$ cat src/rtl/cpu_pkg.sv
// Shared definitions for the 16-bit pipelined CPU: widths, opcode fields,
// the IF/ID register layout and its control encoding.
package cpu_pkg;

    localparam int WORD_W     = 16;
    localparam int PC_W       = 16;
    localparam int OPCODE_MSB = 15;
    localparam int OPCODE_LSB = 12;
    localparam int PC_STEP    = 2;

    localparam logic [3:0]        OP_HALT  = 4'hF;
    localparam logic [WORD_W-1:0] NOP_WORD = 16'h0000;

    typedef enum logic [1:0] {
        IFID_HOLD,
        IFID_LOAD,
        IFID_FLUSH
    } ifid_ctrl_e;

    typedef struct packed {
        logic [WORD_W-1:0] instr;
        logic [PC_W-1:0]   pc;
        logic [PC_W-1:0]   pc_plus;
        logic              valid;
    } ifid_t;

    // Unsigned PC add; the carry out of the top bit is discarded.
    function automatic logic [PC_W-1:0] pc_add(input logic [PC_W-1:0] pc, input int step);
        return pc + PC_W'(step);
    endfunction

endpackage

$ cat src/rtl/if_id_reg.sv
// IF/ID pipeline register with hold, load and flush controls. A flush
// inserts a bubble but keeps the PC fields, so it suits later stage registers too.
module if_id_reg
    import cpu_pkg::*;
#(
    parameter logic [WORD_W-1:0] RST_INSTR = 16'h0000
) (
    input  logic       clk,
    input  logic       rst_n,
    input  ifid_ctrl_e ctrl,
    input  ifid_t      load_data,
    output ifid_t      ifid
);

    ifid_t ifid_d;
    ifid_t ifid_q;

    always_comb begin
        // NOTE: default every always_comb output first so no path can infer a latch.
        ifid_d = ifid_q;
        unique case (ctrl)
            IFID_LOAD: ifid_d = load_data;
            IFID_FLUSH: begin
                ifid_d.instr = RST_INSTR;
                ifid_d.valid = 1'b0;
            end
            default: ifid_d = ifid_q;
        endcase
    end

    // NOTE: state is updated with non-blocking assignments so every flop samples pre-edge values.
    always_ff @(posedge clk or negedge rst_n) begin
        if (!rst_n) begin
            ifid_q.instr   <= RST_INSTR;
            ifid_q.pc      <= '0;
            ifid_q.pc_plus <= '0;
            ifid_q.valid   <= 1'b0;
        end else begin
            ifid_q <= ifid_d;
        end
    end

    assign ifid = ifid_q;

endmodule

$ cat src/rtl/fetch_unit.sv
// Instruction-fetch stage: owns the PC, drives the instruction memory address,
// and fills IF/ID. Handles stall, redirect (with flush), PC wrap and HALT.
module fetch_unit
    import cpu_pkg::*;
#(
    parameter logic [15:0] RESET_PC    = 16'h0000,
    parameter int          PC_STEP     = cpu_pkg::PC_STEP,
    parameter logic [3:0]  HALT_OPCODE = cpu_pkg::OP_HALT,
    parameter logic [15:0] NOP_WORD    = cpu_pkg::NOP_WORD
) (
    input  logic        clk,
    input  logic        rst_n,
    input  logic        stall,
    input  logic        redirect_valid,
    input  logic [15:0] redirect_pc,
    output logic [15:0] imem_addr,
    input  logic [15:0] imem_data,
    output logic [15:0] ifid_instr,
    output logic [15:0] ifid_pc,
    output logic [15:0] ifid_pc_plus,
    output logic        ifid_valid,
    output logic        halted
);

    logic [PC_W-1:0] pc_d, pc_q;
    logic            halted_d, halted_q;
    ifid_ctrl_e      ifid_ctrl;
    ifid_t           ifid_load;
    ifid_t           ifid;

    // Priority per edge: redirect > stall > halted > normal fetch.
    always_comb begin
        pc_d      = pc_q;
        halted_d  = halted_q;
        ifid_ctrl = IFID_HOLD;
        ifid_load = '{instr: imem_data, pc: pc_q, pc_plus: pc_add(pc_q, PC_STEP), valid: 1'b1};

        if (redirect_valid) begin
            pc_d      = redirect_pc & ~16'h0001;
            halted_d  = 1'b0;
            ifid_ctrl = IFID_FLUSH;
        end else if (stall) begin
            ifid_ctrl = IFID_HOLD;
        end else if (halted_q) begin
            ifid_ctrl = IFID_FLUSH;
        end else begin
            ifid_ctrl = IFID_LOAD;
            // A HALT word is still issued, but the PC parks on its address.
            if (imem_data[OPCODE_MSB:OPCODE_LSB] == HALT_OPCODE) begin
                halted_d = 1'b1;
            end else begin
                pc_d = pc_add(pc_q, PC_STEP);
            end
        end
    end

    always_ff @(posedge clk or negedge rst_n) begin
        if (!rst_n) begin
            pc_q     <= RESET_PC;
            halted_q <= 1'b0;
        end else begin
            pc_q     <= pc_d;
            halted_q <= halted_d;
        end
    end

    if_id_reg #(
        .RST_INSTR (NOP_WORD)
    ) u_if_id_reg (
        .clk       (clk),
        .rst_n     (rst_n),
        .ctrl      (ifid_ctrl),
        .load_data (ifid_load),
        .ifid      (ifid)
    );

    assign imem_addr    = pc_q;
    assign ifid_instr   = ifid.instr;
    assign ifid_pc      = ifid.pc;
    assign ifid_pc_plus = ifid.pc_plus;
    assign ifid_valid   = ifid.valid;
    assign halted       = halted_q;

endmodule

$ cat config.mk
export PLATFORM = sky130hd
export DESIGN_NAME = fetch_unit
export DESIGN_NICKNAME = d
export VERILOG_FILES = /design/src/rtl/cpu_pkg.sv /design/src/rtl/if_id_reg.sv /design/src/rtl/fetch_unit.sv
export SDC_FILE = /design/constraint.sdc
export NUM_CORES = 1
export LEC_CHECK = 0
export BUFFER_PORTS_ARGS = -buffer_cell sky130_fd_sc_hd__buf_2
export CORE_MARGIN = 1
export CORE_UTILIZATION = 40
export DETAILED_ROUTE_END_ITERATION = 8
export PLACE_DENSITY = 0.74
export SYNTH_ARGS = -nofsm -noshare
export SYNTH_HDL_FRONTEND = slang
export SYNTH_SLANG_ARGS = --single-unit
$ cat constraint.sdc
create_clock -name clk -period 2.46 [get_ports clk]
set_input_delay 0.246 -clock clk [delete_from_list [all_inputs] [get_ports clk]]
set_output_delay 0.246 -clock clk [all_outputs]
set_load 0.005 [all_outputs]
==> metrics.csv <==
metric,value,unit
Initial Util,41.7,%
Psw,812,uW
pre-CTS WS,404,ps
startpoint types,register,
Flop pwr share,47.0,%
crit path cell chain,ha_1 > nand3_1 > nor4_1 > a31oi_1 > o31a_1,
Final nets,422,
Reg2Reg Depth,5,
Congestion Overflow GR,0,
Critical Path RT,2680,ps
CTS buffer count,9,
Final TNS setup,0,ps
Slowest cell on crit path,nor4_1,
share of layout cells above drive strength 1,35.7,%
crit-path leading delay family,simple AND/OR/NAND/NOR gates,
Post-synth EDFFs,0,
Worst-Margin Slew,773,ps
r2r setup slk,400,ps
clock skew,7.53,ps
Gate Count Post-Synth,301,
Final Hold Viols,0,
worst r2r dst,imem_addr[15],
Post-DP HPWL,4860,um
CORE AREA,0.00729,mm2
setup ws final,402,ps
1st-iter DRT viols,81,
Unique masters post-synth,36,
fmax,0.486,GHz
CTS HTree Levels,3,
Hold Crit Class,primary input to register,
hold_sp,redirect_pc[4],
"Clk pin slew, worst setup/hold paths",70,ps
buffer count from post-CTS setup fixing,0,
Slew Limit Fails,0,
P_leak,1.75,nW
worst setup path startpoint,imem_addr[1],
antenna violations before repair,0,
synth-to-layout area growth,22.2,%
Final setup viols,0,
clk_lat worst skew,340,ps
global-route wire length before repair,10700,um
Total Wirelength,6720,um
ANT nets after route,0,
gr usage total,18.1,%
Async SR Flop Fraction,100,%
worst r2r src,imem_addr[1],
combinational share of power,20.0,%
CTS Root Buffer Type,clkbuf_8,
DR vias,2381,
switching share of power,27.5,%
CP Data Arrival Time,2280,ps
"Cell Area, Synth",0.00304,mm2
clock tree from TritonCTS,built,
sink of the worst hold path,imem_addr[4],
crit path buf inv count,0,
I/O pins,102,
worst hold stages,3,
ys flop type,dfrtp_1,
drt pass-1 iters,4,
P_int,2.14,mW
PD cells,793,mW/mm2
Site Rows,31,
Clock Sinks,63,
die width,89.2,um
Max stage delay on crit path,520,ps
min cycle time layout,2060,ps
port bufs,97,
max_slew headroom,48.5,%
# diodes,0,
Final period util,83.7,%
drc violations,0,
CP endpoint kind,register,
synth warn,0,
status,"finished, final reports clean",
clock network power share,33.0,%
vias per cell,4.90,
Mean Syn Cell Area,10.1,um2
"Max FO, Critical Path",8,
Die Y,89.2,um
RePlAce Congestion,0.792,
CP Class,register to register,
Die ar.,0.00796,mm2
vias in the first global route,2257,
RSZ-0062 raised after global routing,no,
VDD IR max,0.000339,V
CTS Buffer Depth,2,
Seq cells post-synth,63,
Max Cap Viol,0,
pin count of the biggest net entering global routing,35,
"Seq/Total Area, Yosys",51.8,%
wire length per cell,13.8,um
Resize count post-CTS,0,
-- synth_stat cells, types with 2 or more instances --
cell / instances / area share, %
ha_1: 3 / 1.2
nand2_1: 32 / 3.9
buf_4: 19 / 4.7
o21ai_0: 30 / 4.9
buf_2: 2 / 0.33
or4_4: 2 / 0.74
nand2b_1: 17 / 3.5
buf_1: 2 / 0.25
xor2_1: 13 / 3.7
xnor2_1: 8 / 2.3
nor2_1: 22 / 2.7
or3_1: 4 / 0.82
a21oi_1: 13 / 2.1
a31oi_1: 6 / 1.2
and3_1: 2 / 0.41
nand4_1: 6 / 1.2
inv_1: 7 / 0.86
mux2_2: 16 / 5.9
nand4b_1: 2 / 0.58
dfrtp_1: 63 / 52
nor3_1: 3 / 0.49
mux2i_1: 2 / 0.66
nand3_1: 5 / 0.82
clkbuf_1: 10 / 1.2
-- cell usage in the layout, fill, tap and decap left out --
cell type / synthesis / layout
buf_4: 19 / 5
nand2b_1: 17 / 17
o31ai_1: 1 / 1
nor2_1: 22 / 22
nor3_1: 3 / 3
dlygate4sd3_1: 0 / 1
or4b_2: 1 / 1
bufinv_16: 0 / 2
clkbuf_8: 0 / 10
nand4_1: 6 / 6
nand4b_1: 2 / 2
buf_2: 2 / 97
mux2_2: 16 / 16
clkinv_2: 0 / 2
nor4_1: 1 / 1
clkbuf_1: 10 / 1
mux2i_1: 2 / 2
inv_1: 7 / 7
and3_1: 2 / 2
nor3b_1: 1 / 1
nand4_4: 1 / 1
nand2_1: 32 / 32
a31oi_1: 6 / 6
ha_2: 0 / 1
xor2_1: 13 / 13
and4_1: 1 / 1
ha_1: 3 / 2
a21oi_1: 13 / 13
or4_2: 1 / 1
dfrtp_1: 63 / 63
xnor2_1: 8 / 8
nand3_1: 5 / 5
o31a_1: 1 / 1
o21ai_0: 30 / 30
o211a_1: 1 / 1
or3_1: 4 / 4
a21o_1: 1 / 1
or4_4: 2 / 2
conb_1: 1 / 3
-- cells by family (layout without fill, tap and decap cells) --
group / Yosys count / after routing / synth area share, %
buffers and inverters: 41 / 125 / 7.52
xor gates and xnor gates: 21 / 21 / 6.04
AOI/OAI and AO/OA: 53 / 53 / 9.41
adders and majority gates: 3 / 3 / 1.23
muxes: 18 / 18 / 6.58
DFF: 63 / 63 / 51.8
other: 1 / 3 / 0.123
and+or+nand+nor: 101 / 101 / 17.3
-- state kept, by name (all words and copies together), names as in the netlist --
register,count
imem_addr,15
u_if_id_reg.ifid,47
halted,1
-- metrics by stage --
stage	utilization [%]	std cells	cell area [um2]	hold WS, ps	total power [mW]
after floorplan	-	303	3050	-49.6	1.71
after global placement	48.0	470	3500	361	1.98
after detailed placement	48.0	470	3500	368	2.00
after CTS	51.0	486	3720	99.8	2.99
after global routing	51.0	486	3720	117	3.12
final	51.0	486	3720	113	2.95
-- per-layer routing --
layer  global-route usage (%)  up-vias  wire [um]
met5                        0        -          0
met4                     7.22        0         54
met3                     7.02        4        501
met2                     26.9       80       2990
met1                     23.7     1128       3180
li1                         -     1169          -
-- worst register-to-register path: stages (launching register included) --
cell and delay [ps]:
dfrtp_1 510, ha_1 270, nand3_1 200, nor4_1 530
a31oi_1 150, o31a_1 280
-- cell type report --
class,count,area [um2]
flip-flops and latches,63,1580
fillers,702,3570
clock inverters,4,70.1
multi-input cells,199,1250
inverters,7,26.3
repair buffers,103,533
clock buffers,11,141
well taps,99,124
-- worst max-delay path by stage --
stage                           end  slack (ps)  depth (start not counted)
2_1_floorplan  u_if_id_reg.ifid[18]         580                          5
3_3_place_gp          imem_addr[15]         450                          5
5_1_grt               imem_addr[15]         200                          5
6_report              imem_addr[15]         400                          5
4_1_cts               imem_addr[15]         390                          5
3_5_place_dp          imem_addr[15]         400                          5
-- timing repair --
action | CTS | global route
setup endpoints to repair | 0 | 0
hold buffers | 1 | 0
hold endpoints to repair | 8 | 0
-- power by group through the flow --
| stage | clock network [mW] | registers [mW] | logic [mW] |
|---|---|---|---|
| after global routing | 1.04 | 1.41 | 0.668 |
| after floorplan | 0 | 1.39 | 0.325 |
| after global placement | 0 | 1.39 | 0.586 |
| final | 0.974 | 1.39 | 0.591 |
| after detailed placement | 0 | 1.40 | 0.599 |
| after CTS | 0.999 | 1.39 | 0.602 |
No activity file was read; power rests on OpenSTA's default activity.
